**src/rtl/program_counter_pkg.sv**
```systemverilog
// program_counter_pkg: shared core constants for the RV32 fetch path
package program_counter_pkg;
  localparam int XLEN = 32;
  localparam logic [XLEN-1:0] RESET_VECTOR = 32'h0000_0000;
  localparam int INSTR_BYTES = 4;
endpackage

```
**src/rtl/program_counter.sv**
```systemverilog
// program_counter: architectural PC register with sequential successor and alignment flag
module program_counter #(
  parameter int XLEN = program_counter_pkg::XLEN,
  parameter logic [XLEN-1:0] RESET_VECTOR = program_counter_pkg::RESET_VECTOR
) (
  input  logic            i_clk,
  input  logic            i_rst,
  input  logic [XLEN-1:0] i_next_pc,
  output logic [XLEN-1:0] o_pc,
  output logic [XLEN-1:0] o_pc_plus4,
  output logic            o_misaligned
);
  import program_counter_pkg::*;
  logic [XLEN-1:0] pc_d, pc_q;
  always_comb pc_d = i_rst ? RESET_VECTOR : i_next_pc;
  always_ff @(posedge i_clk) pc_q <= pc_d;
  assign o_pc = pc_q;
  assign o_pc_plus4 = pc_q + XLEN'(INSTR_BYTES);
  assign o_misaligned = |pc_q[1:0];
endmodule

```
**config.mk**
```make
export PLATFORM = sky130hd
export DESIGN_NAME = program_counter
export DESIGN_NICKNAME = d
export VERILOG_FILES = /design/src/rtl/program_counter_pkg.sv /design/src/rtl/program_counter.sv
export SDC_FILE = /design/constraint.sdc
export NUM_CORES = 1
export LEC_CHECK = 0
export CORE_MARGIN = 8
export CORE_UTILIZATION = 30
export DETAILED_ROUTE_END_ITERATION = 6
export HOLD_SLACK_MARGIN = 0.06
export PLACE_DENSITY = 0.76
export SYNTH_ARGS = -nofsm -noshare
export SYNTH_HDL_FRONTEND = slang
export SYNTH_SLANG_ARGS = --single-unit
```
**constraint.sdc**
```tcl
create_clock -name i_clk -period 2.1 [get_ports i_clk]
set_clock_uncertainty 0.05 [all_clocks]
set_input_delay 0.42 -clock i_clk [delete_from_list [all_inputs] [get_ports i_clk]]
set_output_delay 0.42 -clock i_clk [all_outputs]
set_load 0.02 [all_outputs]
```
==> results of run 1 <==
-- how the worst max path moves through the flow --
stage / depth (start not counted) / slack, ns / end
floorplan: 5 / -0.06 / o_pc_plus4[28]
global placement: 7 / -0.39 / o_pc_plus4[28]
detailed placement: 7 / -0.45 / o_pc_plus4[24]
CTS: 7 / -0.15 / o_pc_plus4[24]
global route: 7 / -0.24 / o_pc_plus4[24]
finish: 7 / -0.12 / o_pc_plus4[24]
-- per-stage QoR --
stage | cell area (sq um) | total power [W] | hold slack [ns]
floorplan | 1570 | 0.000850 | 0.442
CTS | 3010 | 0.00154 | 0.626
detailed placement | 2870 | 0.00110 | 0.924
global route | 3110 | 0.00161 | 0.630
finish | 3110 | 0.00153 | 0.634
global placement | 2870 | 0.00109 | 0.922
-- logic make-up (layout without fill, tap and decap cells) --
group / count (synthesis) / after routing
buffers and inverters: 7 / 156
flip-flops: 32 / 32
AND/OR/NAND/NOR: 83 / 83
adder cells (fa/ha/maj): 1 / 1
XOR/XNOR: 28 / 28
-- power groups by stage --
stage	Clock, W	Sequential, W	Combinational, W
floorplan	0	0.000735	0.000115
global placement	0	0.000674	0.000418
detailed placement	0	0.000675	0.000423
CTS	0.000457	0.000665	0.000420
global route	0.000488	0.000670	0.000448
finish	0.000438	0.000666	0.000421
-- what timing repair did --
item	4_1_cts	5_1_grt
endpoints found under the hold margin	0	0
resized for setup	145	20
buffers inserted	4	6
setup endpoints to repair	28	27
pin swaps	13	3
-- cell type report --
class | instances | area [sq um] | share of cell area
flip-flops and latches | 32 | 662 | 0.213
well taps | 54 | 67.6 | 0.0217
clock buffers | 5 | 68.8 | 0.0221
clock inverters | 3 | 13.8 | 0.00443
inverters | 2 | 7.51 | 0.00242
multi-input cells | 112 | 995 | 0.320
repair buffers | 146 | 1290 | 0.416
-- cells in the final DEF (no fill, tap or decap), types with 7 or more instances in the layout --
| cell | instances |
|---|---|
| dfxtp_1 | 19 |
| xor2_1 | 7 |
| nand4_1 | 9 |
| xnor2_2 | 16 |
| buf_4 | 63 |
| clkdlybuf4s50_1 | 70 |
| dfxtp_2 | 11 |
| nand2_1 | 7 |
| buf_6 | 7 |
| nor2b_1 | 32 |
-- per-layer routing --
metal / vias to the layer above / part of all wire / track usage
met4: 0 / 0.012 / 0.0462
met2: 62 / 0.53 / 0.255
met1: 700 / 0.37 / 0.132
met5: - / 0 / 0
li1: 790 / - / -
met3: 6 / 0.091 / 0.0714
==> out/results.txt, run 1 <==
run status - finished, violations left
failing checks - setup timing
dominant cell type by area after synthesis - dfxtp_1
average vias per placed instance - 4.40
Synth Area in Adders - 0.00870
Slew @ Worst Pin - 0.314 ns
Synth Instances - 151
largest net degree at the start of global routing - 33
Reg clk slew, reported paths - 0.06 ns
Leak - 1.43 nW
syn_nets - 186
CP Max Fanout - 8
main combinational cell family by area after synthesis - simple AND/OR/NAND/NOR gates
# placed instances - 336
Tcrit/Tclk final - 1.06
Num CTS Buffers - 5
Peak supply drop - 308 uV
Final Util - 0.667
initial antenna violation count - 0
list of most frequent post-synthesis cells - dfxtp_1, nor2b_1, xnor2_1
via count - 1558
final setup vio count - 16
Final Slew Violations - 0
full die area - 0.00727 sq mm
crit path kind - reg -> out
vias in the first global route - 1681
hold buffers post-CTS - 0
XOR/XNOR Fraction of Synth Area - 0.170
Worst Path Arrival - 1.75 ns
Post-Syn Area - 0.00144 sq mm
final setup margin - -0.122 ns
worst-path cell chain - nand3_4 -> buf_6 -> nor4_4 -> buf_6 -> nand4_1 -> xnor2_2 -> buf_4
Pre-antenna DRT Iters - 4
I/O pin count - 99
Final Hold Fails - 0
Comb pwr share - 0.276
synthesized flop and latch total - 32
Layout Nets - 334
Starting Density - 0.309
mux cell area share after synthesis - 0
Critical Path Source - o_pc[6]
CTS H-tree lvls - 2
hold_sp - i_next_pc[5]
worst rel slew slack - 0.790
crit path time final - 2.22 ns
cell-internal power - 0.00110 W
TritonCTS clock tree - yes
Async SR Flop Fraction - 0
clk buf depth - 2
P_sw - 0.000424 W
Placement Rows - 25
Worst setup EP type - output port
ys flop type - dfxtp_1
DP Worst Slack - -0.446 ns
Min-Delay Endpoint - o_pc[5]
Post-synth EDFFs - 0
CP delay by family, top - simple AND/OR/NAND/NOR gates
filler cell count - 381
residual overflow from global routing - 0
Sum Neg Setup Slack - -0.964 ns
sequential power share - 0.437
Avg Synthesized Cell Area - 9.53 sq um
max reg flops - 32
drt drc - 0
first-pass GRT wire length - 8080 um
slowest stage delay, CP - 0.35 ns
CP Launch Type - flip-flop
die span in y - 85.3 um
P per Cell Area - 491 mW/mm^2
hold path cells - 2
Max-Cap Viols - 0
Root Buffer - clkbuf_8
Post-Layout Cell Count - 354
share of cells above drive strength 1 - 0.440
Simple-Gate Fraction of Synth Area - 0.352
Clock power frac - 0.287
GP Congestion - 0.728
ANT cells - 0
Routed WL - 4960 um
sequential area share after synthesis - 0.445
core area - 0.00466 sq mm
clk sinks - 32
complex-gate fraction of the synthesized area - 0
Synth top area share - 0.445
critical-path cell with the highest stage delay - dfxtp_2
routed length per instance - 14.0 um
synth top area cells - dfxtp_1, nor2b_1, xnor2_1, xor2_1, nand4_1
GR Util All Layers - 0.140
Die X - 85.3 um
Post-DRT Antenna Nets - 0
number of DRC markers in iteration 0 - 24
WP buf/inv - 3
Area Overhead vs Synth - 116%
unrepaired setup endpoints after global routing - yes
total of warnings raised by yosys - 0
switching share of power - 0.278
max frequency - 450 MHz
IO Port Bufs - 98
Hold WC Path Type - in -> reg
CP dominant cell by count - buf_6
Distinct cells, synth - 21
Critical Path RT - 1.63 ns
DP HPWL - 3860 um
(Power assumes the default switching activity.)
==> run 2, diff against run 1 <==
--- a/config.mk
+++ b/config.mk
@@ -8,8 +8,9 @@
 export CORE_MARGIN = 8
 export CORE_UTILIZATION = 30
 export DETAILED_ROUTE_END_ITERATION = 6
+export DONT_BUFFER_PORTS = 1
 export HOLD_SLACK_MARGIN = 0.06
-export PLACE_DENSITY = 0.76
+export PLACE_DENSITY = 0.51
 export SYNTH_ARGS = -nofsm -noshare
 export SYNTH_HDL_FRONTEND = slang
 export SYNTH_SLANG_ARGS = --single-unit
==> constraint.sdc (replaced) <==
create_clock -name i_clk -period 1.9 [get_ports i_clk]
set_clock_uncertainty 0.05 [all_clocks]
set_input_delay 0.19 -clock i_clk [delete_from_list [all_inputs] [get_ports i_clk]]
set_output_delay 0.19 -clock i_clk [all_outputs]
set_load 0.02 [all_outputs]
==> run 2 against run 1 <==
The run still ends with setup timing left; hold slack worse by 0.11 ns; flip-flop and latch count stayed put; die area stayed put; critical endpoint is now o_pc_plus4[12]; global-route usage is 0.90 points lower; first-iteration DRC count is 50% lower; sequential power is 11% higher; sequential share of layout area is 3.2 points higher; final area is 13% lower; combinational power is 15% lower; critical path depth stayed put; non-clock buffer count is 47 lower; power is 5.0% higher.
==> out/results.txt, run 2 (synthesized netlist as in run 1, its figures left out) <==
worst rel slew slack - 0.248 (-0.543)
average vias per placed instance - 4.66 (+5.9%)
crit path kind - reg -> out
Hold WC Path Type - in -> reg
Comb pwr share - 0.223 (-0.053)
DP HPWL - 3510 um (-9.1%)
Routed WL - 4810 um (-2.9%)
I/O pin count - 99 (unchanged)
critical-path cell with the highest stage delay - dfxtp_4
clk buf depth - 2 (unchanged)
TritonCTS clock tree - yes
largest net degree at the start of global routing - 33 (unchanged)
Die X - 85.3 um (unchanged)
die span in y - 85.3 um (unchanged)
instance count on the critical path - 7 (unchanged)
CTS H-tree lvls - 2 (unchanged)
IO Port Bufs - 0 (-100%)
top sig layer - met4
WP buf/inv - 2 (-1)
max frequency - 498 MHz
Reg clk slew, reported paths - 0.07 ns (about the same)
initial antenna violation count - 0 (unchanged)
full die area - 0.00727 sq mm (unchanged)
Leak - 1.21 nW (-15%)
failing checks - setup timing
CP delay by family, top - simple AND/OR/NAND/NOR gates
vias in the first global route - 1606 (-4.5%)
CP Launch Type - flip-flop
Sum Neg Setup Slack - -0.736 ns (+0.228 ns)
Critical Path RT - 1.66 ns (+0.03 ns)
final setup vio count - 14 (-2)
Layout Nets - 287 (-14%)
commonest non-fill, non-tap cell in the layout - buf_4
Max-Cap Viols - 0 (unchanged)
Placement Rows - 25 (unchanged)
slowest stage delay, CP - 0.36 ns (about the same)
most frequent cells in the layout - buf_4, dlygate4sd3_1, nor2b_1, dfxtp_1, xnor2_2
P_sw - 0.000465 W (+9.7%)
Starting Density - 0.309 (unchanged)
GP Congestion - 0.764 (+4.9%)
Pre-antenna DRT Iters - 3 (-1)
residual overflow from global routing - 0 (unchanged)
CP Max Fanout - 4 (-4)
Root Buffer - clkbuf_8
hold path cells - 2 (unchanged)
sequential power share - 0.463 (+0.026)
Num CTS Buffers - 5 (unchanged)
met1 wire length - 1590 um (-14%)
Slew @ Worst Pin - 1.12 ns (+0.810 ns)
P per Cell Area - 589 mW/mm^2 (+20%)
Worst setup EP type - output port
unrepaired setup endpoints after global routing - yes
filler cell count - 393 (+3.1%)
crit path time final - 2.01 ns
share of cells above drive strength 1 - 0.498 (+0.0580)
Final Total Pwr - 0.00160 W (+5.0%)
worst hold slack - 0.521 ns (-0.114 ns)
run status - finished, violations left
Area Overhead vs Synth - 88.9%
via count - 1431 (-8.2%)
Post-DRT Antenna Nets - 0 (unchanged)
# placed instances - 253 (-25%)
Final Util - 0.583 (-0.0838)
drt drc - 0 (unchanged)
cell-internal power - 0.00114 W (+3.1%)
CP dominant cell by count - buf_4
Final Hold Fails - 0 (unchanged)
Post-Layout Cell Count - 307 (-13%)
Clock power frac - 0.313 (+0.026)
switching share of power - 0.290 (+0.0125)
routed length per instance - 15.7 um (+12%)
Peak supply drop - 360 uV (+17%)
max reg flops - 32 (unchanged)
clk sinks - 32 (unchanged)
Worst Path Arrival - 1.77 ns (+0.02 ns)
core area - 0.00466 sq mm (unchanged)
Final Slew Violations - 0 (unchanged)
Tcrit/Tclk final - 1.06
GR Util All Layers - 0.131 (-0.00901)
metal2 WL - 2730 um (+4.6%)
first-pass GRT wire length - 7580 um (-6.1%)
worst-path cell chain - ha_2 -> nand3_2 -> buf_4 -> nor2_2 -> and4_2 -> xor2_1 -> buf_4
final setup margin - -0.107 ns (+0.0148 ns)
met3 WL post-DR - 430 um (-4.4%)
number of DRC markers in iteration 0 - 12 (-50%)
ANT cells - 0 (unchanged)
[run 2: cell count changes in the layout (fill, tap and decap cells not counted), moves of 4 or more]
cell,previous run,this run
buf_2,4,0
buf_6,7,2
clkdlybuf4s50_1,70,0
dfxtp_2,11,6
dlygate4sd3_1,0,33
xnor2_2,16,12
[run 2: power groups by stage]
stage / registers [W] / clock network [W] / logic (W)
floorplan: 0.000810 / 0 / 0.000126
global placement: 0.000756 / 0 / 0.000275
detailed placement: 0.000758 / 0 / 0.000278
CTS: 0.000743 / 0.000521 / 0.000354
global route: 0.000746 / 0.000562 / 0.000380
finish: 0.000742 / 0.000502 / 0.000358
[run 2: worst paths after layout]
| path | from | slack (ns) | end |
|---|---|---|---|
| worst max-delay path | o_pc[2] | -0.11 | o_pc_plus4[12] |
| worst min-delay path | i_next_pc[5] | 0.52 | o_pc[5] |
[run 2: final cells by class]
type,count,area [sq um],share of cell area
flip-flops and latches,32,667,0.245
well taps,54,67.6,0.0249
repair buffers,99,846,0.311
clock inverters,2,16.3,0.00599
clock buffers,6,72.6,0.0267
inverters,2,7.51,0.00276
multi-input cells,112,1040,0.383
[run 2: per-stage QoR]
step	worst slack [ns]	cell area [sq um]
floorplan	-0.0286	1550
global placement	0.0914	1990
detailed placement	0.0529	1990
CTS	-0.117	2570
global route	-0.239	2720
finish	-0.107	2720
[run 2: metal layers]
metal / vias up / track usage
li1: 697 / -
met1: 668 / 0.116
met5: - / 0
met3: 7 / 0.0569
met4: 0 / 0.0525
met2: 59 / 0.251
[run 2: timing repair]
action                                  CTS  global route
resized for setup                        26            17
buffers inserted                          6             7
endpoints found under the hold margin    32             0
endpoints found under the setup margin   20            24
hold buffers                             33             0
pin swaps                                11            21
